File: src/rtl/zf_read_arbiter.sv
// zf_read_arbiter: round-robin arbiter serializing two AXI-lite read masters onto one slave,
// one outstanding read at a time, with saturating per-master grant counters.
module zf_read_arbiter #(
  parameter int CNT_WIDTH = 16
) (
  input  logic                 clk,
  input  logic                 rst,
  input  logic [31:0]          m0_araddr,
  input  logic                 m0_arvalid,
  output logic                 m0_arready,
  output logic [31:0]          m0_rdata,
  output logic [1:0]           m0_rresp,
  output logic                 m0_rvalid,
  input  logic                 m0_rready,
  input  logic [31:0]          m1_araddr,
  input  logic                 m1_arvalid,
  output logic                 m1_arready,
  output logic [31:0]          m1_rdata,
  output logic [1:0]           m1_rresp,
  output logic                 m1_rvalid,
  input  logic                 m1_rready,
  output logic [31:0]          s_araddr,
  output logic                 s_arvalid,
  input  logic                 s_arready,
  input  logic [31:0]          s_rdata,
  input  logic [1:0]           s_rresp,
  input  logic                 s_rvalid,
  output logic                 s_rready,
  output logic [CNT_WIDTH-1:0] m0_count,
  output logic [CNT_WIDTH-1:0] m1_count,
  output logic                 busy
);
  typedef enum logic [1:0] {IDLE, ADDR, DATA} state_t;
  state_t               state_q, state_d;
  logic                 gnt_q, gnt_d, last_q, last_d;
  logic                 sel, accept, done, in_data;
  logic [31:0]          s_araddr_q, s_araddr_d;
  logic [CNT_WIDTH-1:0] m0_count_q, m0_count_d, m1_count_q, m1_count_d;
  always_comb begin
    sel        = (m0_arvalid && m1_arvalid) ? ~last_q : m1_arvalid;
    accept     = state_q == IDLE && (m0_arvalid || m1_arvalid) && !rst;
    in_data    = state_q == DATA;
    done       = in_data && s_rvalid && s_rready;
    state_d    = accept ? ADDR : (state_q == ADDR && s_arready) ? DATA : done ? IDLE : state_q;
    gnt_d      = accept ? sel : gnt_q;
    last_d     = done ? gnt_q : last_q;
    s_araddr_d = accept ? (sel ? m1_araddr : m0_araddr) : s_araddr_q;
    m0_count_d = (done && !gnt_q && !(&m0_count_q)) ? m0_count_q + CNT_WIDTH'(1) : m0_count_q;
    m1_count_d = (done && gnt_q && !(&m1_count_q)) ? m1_count_q + CNT_WIDTH'(1) : m1_count_q;
  end
  always_ff @(posedge clk) begin
    if (rst) begin
      state_q    <= IDLE;
      gnt_q      <= 1'b0;
      last_q     <= 1'b1;
      s_araddr_q <= '0;
      m0_count_q <= '0;
      m1_count_q <= '0;
    end else begin
      state_q    <= state_d;
      gnt_q      <= gnt_d;
      last_q     <= last_d;
      s_araddr_q <= s_araddr_d;
      m0_count_q <= m0_count_d;
      m1_count_q <= m1_count_d;
    end
  end
  assign m0_arready = accept && !sel;
  assign m1_arready = accept && sel;
  assign s_araddr   = s_araddr_q;
  assign s_arvalid  = state_q == ADDR;
  assign s_rready   = in_data && (gnt_q ? m1_rready : m0_rready);
  assign m0_rvalid  = in_data && !gnt_q && s_rvalid;
  assign m1_rvalid  = in_data && gnt_q && s_rvalid;
  assign m0_rresp   = (in_data && !gnt_q) ? s_rresp : 2'b00;
  assign m1_rresp   = (in_data && gnt_q) ? s_rresp : 2'b00;
  assign m0_rdata   = s_rdata;
  assign m1_rdata   = s_rdata;
  assign m0_count   = m0_count_q;
  assign m1_count   = m1_count_q;
  assign busy       = state_q != IDLE;
endmodule

File: config.mk
export PLATFORM = sky130hd
export DESIGN_NAME = zf_read_arbiter
export DESIGN_NICKNAME = d
export VERILOG_FILES = /design/src/rtl/zf_read_arbiter.sv
export SDC_FILE = /design/constraint.sdc
export NUM_CORES = 1
export LEC_CHECK = 0
export BUFFER_PORTS_ARGS = -buffer_cell sky130_fd_sc_hd__buf_2
export CAP_MARGIN = 20
export CELL_PAD_IN_SITES_DETAIL_PLACEMENT = 1
export CELL_PAD_IN_SITES_GLOBAL_PLACEMENT = 2
export CORE_MARGIN = 2
export CORE_UTILIZATION = 24
export CTS_CLUSTER_DIAMETER = 50
export DETAILED_ROUTE_END_ITERATION = 16
export GPL_ROUTABILITY_DRIVEN = 0
export PLACE_DENSITY_LB_ADDON = 0.1
export SYNTH_ARGS = -nofsm -noshare
export SYNTH_HDL_FRONTEND = slang
export SYNTH_SLANG_ARGS = --single-unit
export TNS_END_PERCENT = 10
File: constraint.sdc
create_clock -name clk -period 3.7 [get_ports clk]
set_input_delay 0.185 -clock clk [delete_from_list [all_inputs] [get_ports clk]]
set_output_delay 0.185 -clock clk [all_outputs]
set_load 0.01 [all_outputs]
==> flow_metrics.tcl, run 1 <==
set metrics [dict create \
    power_frac_seq 0.423 \
    cts_setup_buffers 0 \
    yosys_warnings 0 \
    internal_power_w 0.00140 \
    finalHoldViolations 0 \
    first_iter_violations 125 \
    clkLatencyLatePin_ns 0.34 \
    antenna_found_initial 0 \
    synth_edf_count 0 \
    p_total_w 0.00192 \
    async_flop_share 0 \
    grt_use_met1 0.182 \
    whs_path_depth 3 \
    numCtsBuffers 9 \
    rsz0062_at_grt "no" \
    diodes 0 \
    worstPathCellList "a21boi_4 > buf_4 > nor3_1 > buf_2" \
    nets 633 \
    grt-busiest-layer "met2" \
    outcome "finished clean" \
    leakage_nw 1.96 \
    cts-resized-gates 0 \
    grt_overflow 0 \
    vias 3490 \
    crit_required_ns 3.51 \
    viasPerCell 4.68 \
    ys.flop_type "dfxtp_1" \
    htreeDepth 3 \
    tightest_slew_ns 0.922 \
    area_delta_synth_final_pct 19.3 \
    die_x_um 131 \
    syn-num-nets 555 \
    drc 0 \
    num_rows 46 \
    netlist_top_cells_area "dfxtp_1 (35%), buf_4 (12%), mux2i_1 (8.8%)" \
    cp-end-kind "output pin" \
    grt_usage 0.148 \
    nFillCells 1899 \
    r2r_cells 4 \
    die_height_um 131 \
    grt_pass1_vias 3704 \
    hpwl_um 9090 \
    maxCapViolCount 0 \
    clock-sinks 68 \
    fmax_mhz 439 \
    synth_area_leader_cell "dfxtp_1" \
    period_minus_slack_ns 2.28 \
    comb_power_share 0.156 \
    routed_wl_um 12100 \
    min_path_type "in2reg" \
    switchingPower_w 0.000525 \
    synth_area_um2 3870 \
    ant_nets 0 \
    maxSlewViolCount 0 \
    met2_usage 0.235 \
    cts_tree "yes" \
    drive_gt1_frac 0.350 \
    yosys.cell_types.count 51 \
    crit_type "reg2out" \
    powerDensity_nw_per_um2 416 \
    period_share 0.616 \
    cpPeakStageDelay_ns 0.74 \
    swShare 0.273 \
    reg2reg_from "state_q[1]" \
    path_max_fanout 22 \
    clk_pin_slew_ns 0.06 \
    start_util 0.245 \
    relSlewSlack 0.384 \
    grt_max_degree 70 \
    clkPwrFrac 0.421 \
    synth_cells 447 \
    holdBufCountCts 0 \
    arrival_ns 2.09 \
    core_um2 15800 \
    min_from "s_arready" \
    firstDrtPassIters 4 \
    tns_ns 0 \
    die_area_um2 17200 \
    holdPathEnd "state_q[1]" \
    r2r-end "m1_count[11]" \
    synth-seq-cells 68 \
    wl_per_cell_um 16.3 \
    r2r_setup_slack_ns 1.62 \
    met3_usage 0.0480 \
    worstSetupStartpointType "flop" \
    io_pins 245 \
    syn-mean-instance-area_um2 8.67 \
    cts_root_buf "clkbuf_16" \
    port_buffers 148 \
    vdd_drop_max_v 0.000218 \
    finalSetupViolations 0 \
    grt_pass1_wl_um 19400 \
    slowest_stage "a21boi_4" \
    seq_area_frac_synth 0.351 \
    cts_buffer_depth 2 \
    yosys.area.top_type_share 0.351 \
    fin_worst_skew_ns 0.00373 \
]
metal layers:
metal | part of all wire | routed length, um | up-vias
met4 | 0.018 | 221 | 0
met3 | 0.083 | 1010 | 13
met1 | 0.45 | 5480 | 1618
li1 | - | - | 1726
met5 | 0 | 0 | -
met2 | 0.45 | 5440 | 133
sequential cells by signal (all words and copies together), names as in the netlist:
register,count
m1_count,16
state_q,2
gnt_q,1
s_araddr,32
last_q,1
m0_count,16
power by group through the flow:
stage               Sequential [W]  Combinational, W  Clock (W)
floorplan                 0.000844          0.000224          0
global placement          0.000826          0.000306          0
detailed placement        0.000827          0.000310          0
CTS                       0.000813          0.000310   0.000843
global route              0.000820          0.000340   0.000876
finish                    0.000812          0.000300   0.000808
metrics by stage:
| step | cell area, um2 | util | setup slack, ns | hold slack, ns | instances |
|---|---|---|---|---|---|
| after floorplan | 3870 | - | 1.93 | 0.347 | 447 |
| after global placement | 4350 | 0.275 | 1.72 | 0.370 | 730 |
| after detailed placement | 4350 | 0.275 | 1.64 | 0.370 | 730 |
| after CTS | 4620 | 0.292 | 1.33 | 0.152 | 745 |
| after global routing | 4620 | 0.292 | 1.21 | 0.191 | 745 |
| final | 4620 | 0.292 | 1.42 | 0.163 | 745 |
cell type report:
class / instances / area, um2 / area share
multi-input cells: 285 / 1910 / 0.413
flip-flops and latches: 68 / 1360 / 0.295
repair buffers: 154 / 786 / 0.170
well taps: 216 / 270 / 0.0585
clock buffers: 13 / 260 / 0.0563
inverters: 7 / 26.3 / 0.00568
clock inverters: 2 / 10.0 / 0.00217
critical path: cells and delay by family (launching register included):
kind,cells,cell delay (ns)
AOI/OAI and AO/OA,1,0.74
buffers and inverters,2,0.59
DFF,1,0.34
and+or+nand+nor,1,0.09
layout by cell type (no fill, tap or decap), types with 3 or more instances in the layout:
cell type,n
buf_2,148
dfxtp_1,68
nor2_1,46
mux2i_1,34
a211oi_1,33
nand2_1,23
a21oi_1,19
nand4_1,13
o31ai_1,11
nor4_1,9
clkbuf_16,9
nor3_1,8
o21ai_0,8
or4_1,8
or3_1,7
nor2b_1,6
and3_1,6
nand3_1,6
inv_1,6
mux2_2,6
buf_4,6
or2_2,4
and2_1,4
and4_1,3
o21a_1,3
synthesized netlist by cell type (2+ instances only):
| cell type | instances |
|---|---|
| mux2_2 | 6 |
| a211oi_1 | 33 |
| mux2i_1 | 34 |
| o21a_1 | 3 |
| nor2_1 | 47 |
| and4_1 | 3 |
| o31ai_1 | 11 |
| o21ai_0 | 8 |
| nand3_1 | 6 |
| or3_1 | 7 |
| o41ai_1 | 2 |
| buf_2 | 11 |
| a31oi_1 | 2 |
| clkbuf_1 | 8 |
| buf_4 | 64 |
| nor4_1 | 9 |
| nand4_4 | 2 |
| and2_1 | 4 |
| nor2b_1 | 6 |
| nand4_1 | 13 |
| or4_1 | 8 |
| nor3_1 | 8 |
| dfxtp_1 | 68 |
| ha_1 | 2 |
| nor3b_1 | 2 |
| inv_1 | 6 |
| and3_1 | 6 |
| buf_6 | 2 |
| nand2_1 | 23 |
| or2_2 | 4 |
| a21oi_1 | 19 |
cells by family after synthesis:
group / share of synthesized area
buffers and inverters: 0.161
multiplexers: 0.105
flip-flops: 0.351
adder cells (fa/ha/maj): 0.00646
AO/OA/AOI/OAI: 0.151
AND/OR/NAND/NOR: 0.225
worst max path at each step:
stage	from	end	slack (ns)	depth (start not counted)
after floorplan	m0_count[0]	m0_count[0]	1.93	5
after global placement	last_q	s_araddr[5]	1.72	4
after detailed placement	state_q[1]	m1_count[11]	1.64	4
after CTS	last_q	m0_arready	1.33	4
after global routing	last_q	m0_arready	1.21	4
final	last_q	m0_arready	1.42	4
Power figures use the tool's default switching activity.
==> run 2, diff against run 1 <==
--- a/config.mk
+++ b/config.mk
@@ -5,12 +5,13 @@
 export SDC_FILE = /design/constraint.sdc
 export NUM_CORES = 1
 export LEC_CHECK = 0
+export ABC_AREA = 1
 export BUFFER_PORTS_ARGS = -buffer_cell sky130_fd_sc_hd__buf_2
 export CAP_MARGIN = 20
 export CELL_PAD_IN_SITES_DETAIL_PLACEMENT = 1
 export CELL_PAD_IN_SITES_GLOBAL_PLACEMENT = 2
 export CORE_MARGIN = 2
-export CORE_UTILIZATION = 24
+export CORE_UTILIZATION = 19
 export CTS_CLUSTER_DIAMETER = 50
 export DETAILED_ROUTE_END_ITERATION = 16
 export GPL_ROUTABILITY_DRIVEN = 0
==> constraint.sdc (replaced) <==
create_clock -name clk -period 1.9 [get_ports clk]
set_input_delay 0.095 -clock clk [delete_from_list [all_inputs] [get_ports clk]]
set_output_delay 0.095 -clock clk [all_outputs]
set_load 0.01 [all_outputs]
==> flow_metrics.tcl, run 2 <==
set metrics [dict create \
    viasPerCell 4.12 \
    arrival_ns 1.69 \
    grt_usage 0.128 \
    synth_xor_area_frac 0.0370 \
    fin_worst_skew_ns 0.00546 \
    finalSetupViolations 0 \
    final_common_cell "nand2_1" \
    diodes 0 \
    antenna_found_initial 3 \
    synth_area_um2 4030 \
    maxSlewViolCount 0 \
    r2r_setup_slack_ns 0.20 \
    ys.flop_type "dfxtp_1" \
    rsz0062_at_grt "yes" \
    leakage_nw 2.23 \
    cts_buffer_depth 2 \
    crit_type "reg2out" \
    outcome "finished clean" \
    cp-end-kind "output pin" \
    period_minus_slack_ns 1.79 \
    swShare 0.277 \
    synth_cells 572 \
    clkPwrFrac 0.421 \
    io_pins 245 \
    cts_tree "yes" \
    finalHoldViolations 0 \
    synth_compound_gate_area_share 0.101 \
    synthAdderAreaFrac 0.00621 \
    nets 776 \
    yosys.cell_types.count 30 \
    largest_reg_flops 32 \
    numCtsBuffers 9 \
    cts_root_buf "clkbuf_16" \
    grt_overflow 0 \
    async_flop_share 0 \
    wl_per_cell_um 14.8 \
    clk_pin_slew_ns 0.06 \
    yosysMostFrequentCell "nand2_1" \
    path_max_fanout 20 \
    period_share 0.941 \
    netlist_top_cells_count "nand2_1 (175), nor2_1 (74), buf_4 (69)" \
    fmax_mhz 559 \
    synth_simple_gate_area_frac 0.334 \
    grt_pass1_vias 4188 \
    switchingPower_w 0.000996 \
    synth_mux_area_frac 0 \
    die_area_um2 22400 \
    firstDrtPassIters 4 \
    drc 0 \
    synth_top_family_by_area "simple AND/OR/NAND/NOR gates" \
    grt_pass1_wl_um 22200 \
    power_frac_seq 0.429 \
    grt_max_degree 44 \
    min_path_type "in2reg" \
    die_x_um 150 \
    clkLatencyLatePin_ns 0.34 \
    maxCapViolCount 0 \
    powerDensity_nw_per_um2 729 \
    syn-mean-instance-area_um2 7.04 \
    cts_setup_buffers 0 \
    clock-sinks 68 \
    synth_edf_count 0 \
    yosys.area.top_type_share 0.338 \
    layout_common_cells "nand2_1 (174), buf_2 (148), nor2_1 (74), dfxtp_1 (68), a31oi_1 (32)" \
    first_iter_violations 85 \
    crit_required_ns 1.80 \
    die_height_um 150 \
    area_delta_synth_final_pct 22.6 \
    ant_nets 0 \
    num_rows 53 \
    whs_ns 0.0187 \
    start_util 0.193 \
    comb_power_share 0.149 \
    routed_wl_um 14000 \
    vdd_drop_max_v 0.000382 \
    tightest_slew_ns 0.605 \
    htreeDepth 3 \
    yosys_warnings 0 \
    synth_area_leader_cell "dfxtp_1" \
    seq_area_frac_synth 0.338 \
    worstSetupStartpointType "flop" \
    drive_gt1_frac 0.320 \
    syn-num-nets 680 \
    netlist_top_cells_area "dfxtp_1 (34%), nand2_1 (16%), buf_4 (13%)" \
    vias 3890 \
    relSlewSlack 0.597 \
    hpwl_um 10300 \
    core_um2 20900 \
    tns_ns 0 \
    synth-seq-cells 68 \
    internal_power_w 0.00260 \
    port_buffers 148 \
]
## run 2: cell types whose count changed after synthesis, moves of 9 or more
cell	previous run	this run
nand2_1	23	175
mux2i_1	34	0
a211oi_1	33	0
a31oi_1	2	32
nor2_1	47	74
inv_1	6	25
a21oi_1	19	7
nand3_1	6	17
o31ai_1	11	0
xnor2_1	0	11
buf_2	11	2
nand2_2	1	10
nor4_1	9	0
## run 2: path summary, 6_finish.rpt
kind,end,start,cells past startpoint
setup / recovery,m1_arready,state_q[0],7
hold / removal,s_araddr[16],m1_araddr[16],3
setup reg to reg,m1_count[11],m1_count[0],9
hold reg to reg,last_q,last_q,2
## run 2: per-layer routing
| layer | track usage | part of all wire |
|---|---|---|
| met5 | 0 | 0.0021 |
| met4 | 0.0371 | 0.012 |
| met3 | 0.0607 | 0.10 |
| met2 | 0.210 | 0.44 |
| met1 | 0.147 | 0.44 |
## run 2: area by class of cell
class | count | area (um2)
Fill cell | 2624 | 16000
Timing Repair Buffer | 169 | 935
Tap cell | 275 | 344
Inverter | 31 | 116
Clock buffer | 12 | 246
Sequential cell | 68 | 1360
Multi-Input combinational cell | 389 | 1940
## run 2: timing repair
action / in CTS / in global routing
endpoints found under the setup margin: 0 / 8
hold buffers: 3 / 0
endpoints found under the hold margin: 3 / 0
resized for setup: 0 / 4
## run 2: worst max-delay path, stage by stage (launching register included)
cell and delay, ns:
dfxtp_1 0.38, inv_2 0.11, nand2_4 0.07, nor2_8 0.11
nand2_8 0.10, nor2_8 0.24, buf_12 0.20, buf_2 0.14
## run 2: power by group through the flow
| stage | combinational [W] | sequential [W] | clock [W] |
|---|---|---|---|
| final | 0.000538 | 0.00154 | 0.00152 |
| after global routing | 0.000605 | 0.00156 | 0.00166 |
| after CTS | 0.000559 | 0.00155 | 0.00161 |
| after detailed placement | 0.000552 | 0.00157 | 0 |
| after global placement | 0.000543 | 0.00157 | 0 |
| after floorplan | 0.000410 | 0.00160 | 0 |
## run 2: cell families after synthesis
kind of cell | Yosys count
buf+inv | 115
xor+xnor | 17
simple gates | 302
compound gates | 68
flops | 68
fa+ha+maj | 2
## run 2: per-stage QoR
stage	power [W]	setup slack (ns)	utilization	cells	instance area, um2
2_1_floorplan	0.00201	0.393	-	572	4030
3_3_place_gp	0.00211	0.185	0.223	929	4650
3_5_place_dp	0.00213	0.0827	0.223	929	4650
4_1_cts	0.00371	0.0166	0.236	944	4930
5_1_grt	0.00382	-0.00745	0.236	944	4940
6_report	0.00360	0.112	0.236	944	4940
==> run 3, diff against run 2 <==
--- a/config.mk
+++ b/config.mk
@@ -6,12 +6,13 @@
 export NUM_CORES = 1
 export LEC_CHECK = 0
 export ABC_AREA = 1
-export BUFFER_PORTS_ARGS = -buffer_cell sky130_fd_sc_hd__buf_2
+export BUFFER_PORTS_ARGS = -buffer_cell sky130_fd_sc_hd__clkbuf_2
 export CAP_MARGIN = 20
-export CELL_PAD_IN_SITES_DETAIL_PLACEMENT = 1
-export CELL_PAD_IN_SITES_GLOBAL_PLACEMENT = 2
+export CELL_PAD_IN_SITES_DETAIL_PLACEMENT = 0
+export CELL_PAD_IN_SITES_GLOBAL_PLACEMENT = 1
+export CORE_ASPECT_RATIO = 0.9
 export CORE_MARGIN = 2
-export CORE_UTILIZATION = 19
+export CORE_UTILIZATION = 26
 export CTS_CLUSTER_DIAMETER = 50
 export DETAILED_ROUTE_END_ITERATION = 16
 export GPL_ROUTABILITY_DRIVEN = 0
==> flow_metrics.tcl, run 3 (synthesized netlist as in run 2, its figures left out) <==
set metrics [dict create \
    fmax_mhz 549 \
    fin_worst_skew_ns 0.00306 \
    antenna_found_initial 0 \
    post_dp_cell_area_um2 4490 \
    cts_root_buf "clkbuf_16" \
    finalSetupViolations 0 \
    nets 813 \
    first_iter_violations 153 \
    dp.cells 850 \
    viasPerCell 4.33 \
    nFillCells 1661 \
    start_util 0.264 \
    die_x_um 135 \
    drc 0 \
    clk_pin_slew_ns 0.06 \
    cts_tree "yes" \
    arrival_ns 1.73 \
    diodes 0 \
    design_area_um2 5240 \
    rsz0062_at_grt "yes" \
    relSlewSlack 0.619 \
    wl_per_cell_um 13.4 \
    clkLatencyLatePin_ns 0.33 \
    port_buffers 148 \
    routed_wl_um 12200 \
    crit_type "reg2out" \
    outcome "finished clean" \
    clock-sinks 68 \
    fin_cells 911 \
    htreeDepth 3 \
    grt_usage 0.149 \
    grt_max_degree 44 \
    ant_nets 0 \
    grt_pass1_vias 3832 \
    finalHoldViolations 0 \
    fin_util 0.343 \
    die_area_um2 16500 \
    whs_ns 0.00547 \
    period_minus_slack_ns 1.82 \
    worstSetupStartpointType "flop" \
    powerDensity_nw_per_um2 710 \
    path_max_fanout 33 \
    hpwl_um 8440 \
    min_path_type "in2reg" \
    layout_common_cells "nand2_1 (175), clkbuf_2 (146), nor2_1 (74), dfxtp_1 (67), dlygate4sd3_1 (46)" \
    period_share 0.958 \
    core_um2 15300 \
    crit_required_ns 1.80 \
    cp-end-kind "output pin" \
    leakage_nw 2.34 \
    num_rows 43 \
    cts_setup_buffers 0 \
    maxSlewViolCount 0 \
    final_common_cell "nand2_1" \
    area_delta_synth_final_pct 30.0 \
    vdd_drop_max_v 0.000405 \
    tightest_slew_ns 0.571 \
    numCtsBuffers 9 \
    grt_pass1_wl_um 19200 \
    cts_buffer_depth 2 \
    firstDrtPassIters 4 \
    grt_overflow 0 \
    io_pins 245 \
    tns_ns 0 \
    vias 3949 \
    maxCapViolCount 0 \
    drive_gt1_frac 0.298 \
    largest_reg_flops 32 \
    die_height_um 122 \
]
## run 3: through the flow
step           setup slack (ns)  total power (W)
2_1_floorplan             0.393          0.00201
6_report                 0.0798          0.00372
3_5_place_dp              0.158          0.00209
5_1_grt                 -0.0145          0.00391
4_1_cts                  0.0130          0.00379
3_3_place_gp              0.184          0.00209
## run 3: routing by layer
metal,vias to the layer above,share of wire,track usage
met4,0,0.0091,0.0417
met3,11,0.076,0.0608
met5,-,0,0
met2,124,0.45,0.235
met1,1780,0.46,0.188
li1,2034,-,-
## run 3: timing repair
action	in CTS	in global routing
setup endpoints to repair	0	3
resized for setup	0	6
hold endpoints to repair	30	0
hold buffers	46	0
## run 3: path summary, 6_finish.rpt
kind | end | slack, ns | startpoint | cells past startpoint
worst min-delay path | s_araddr[23] | 0.005 | m1_araddr[23] | 3
worst max register to register | m1_count[15] | 0.18 | m1_count[0] | 9
worst min register to register | last_q | 0.47 | last_q | 2
worst max-delay path | m0_arready | 0.08 | state_q[1] | 6
## run 3: report_power, final
part           switching (W)  leakage (nW)  internal [W]
registers          0.0000504         0.552       0.00150
logic               0.000324          1.65      0.000262
clock network       0.000638         0.135      0.000944
total                0.00101          2.34       0.00271
## run 3: area by class of cell
type	count	area, um2	share of cell area
multi-input combinational	389	1930	0.369
sequential	68	1360	0.260
timing repair buffer	206	1300	0.249
clock buffer	13	260	0.0497
tap	202	253	0.0483
inverter	31	116	0.0222
clock inverter	2	10.0	0.00191
## run 3: critical path: stages, from the launching register on
cell and delay [ns]:
dfxtp_1 0.33, inv_2 0.13, nand2_4 0.09, nor2_8 0.11
nand2_8 0.09, nor2_8 0.43, buf_6 0.18
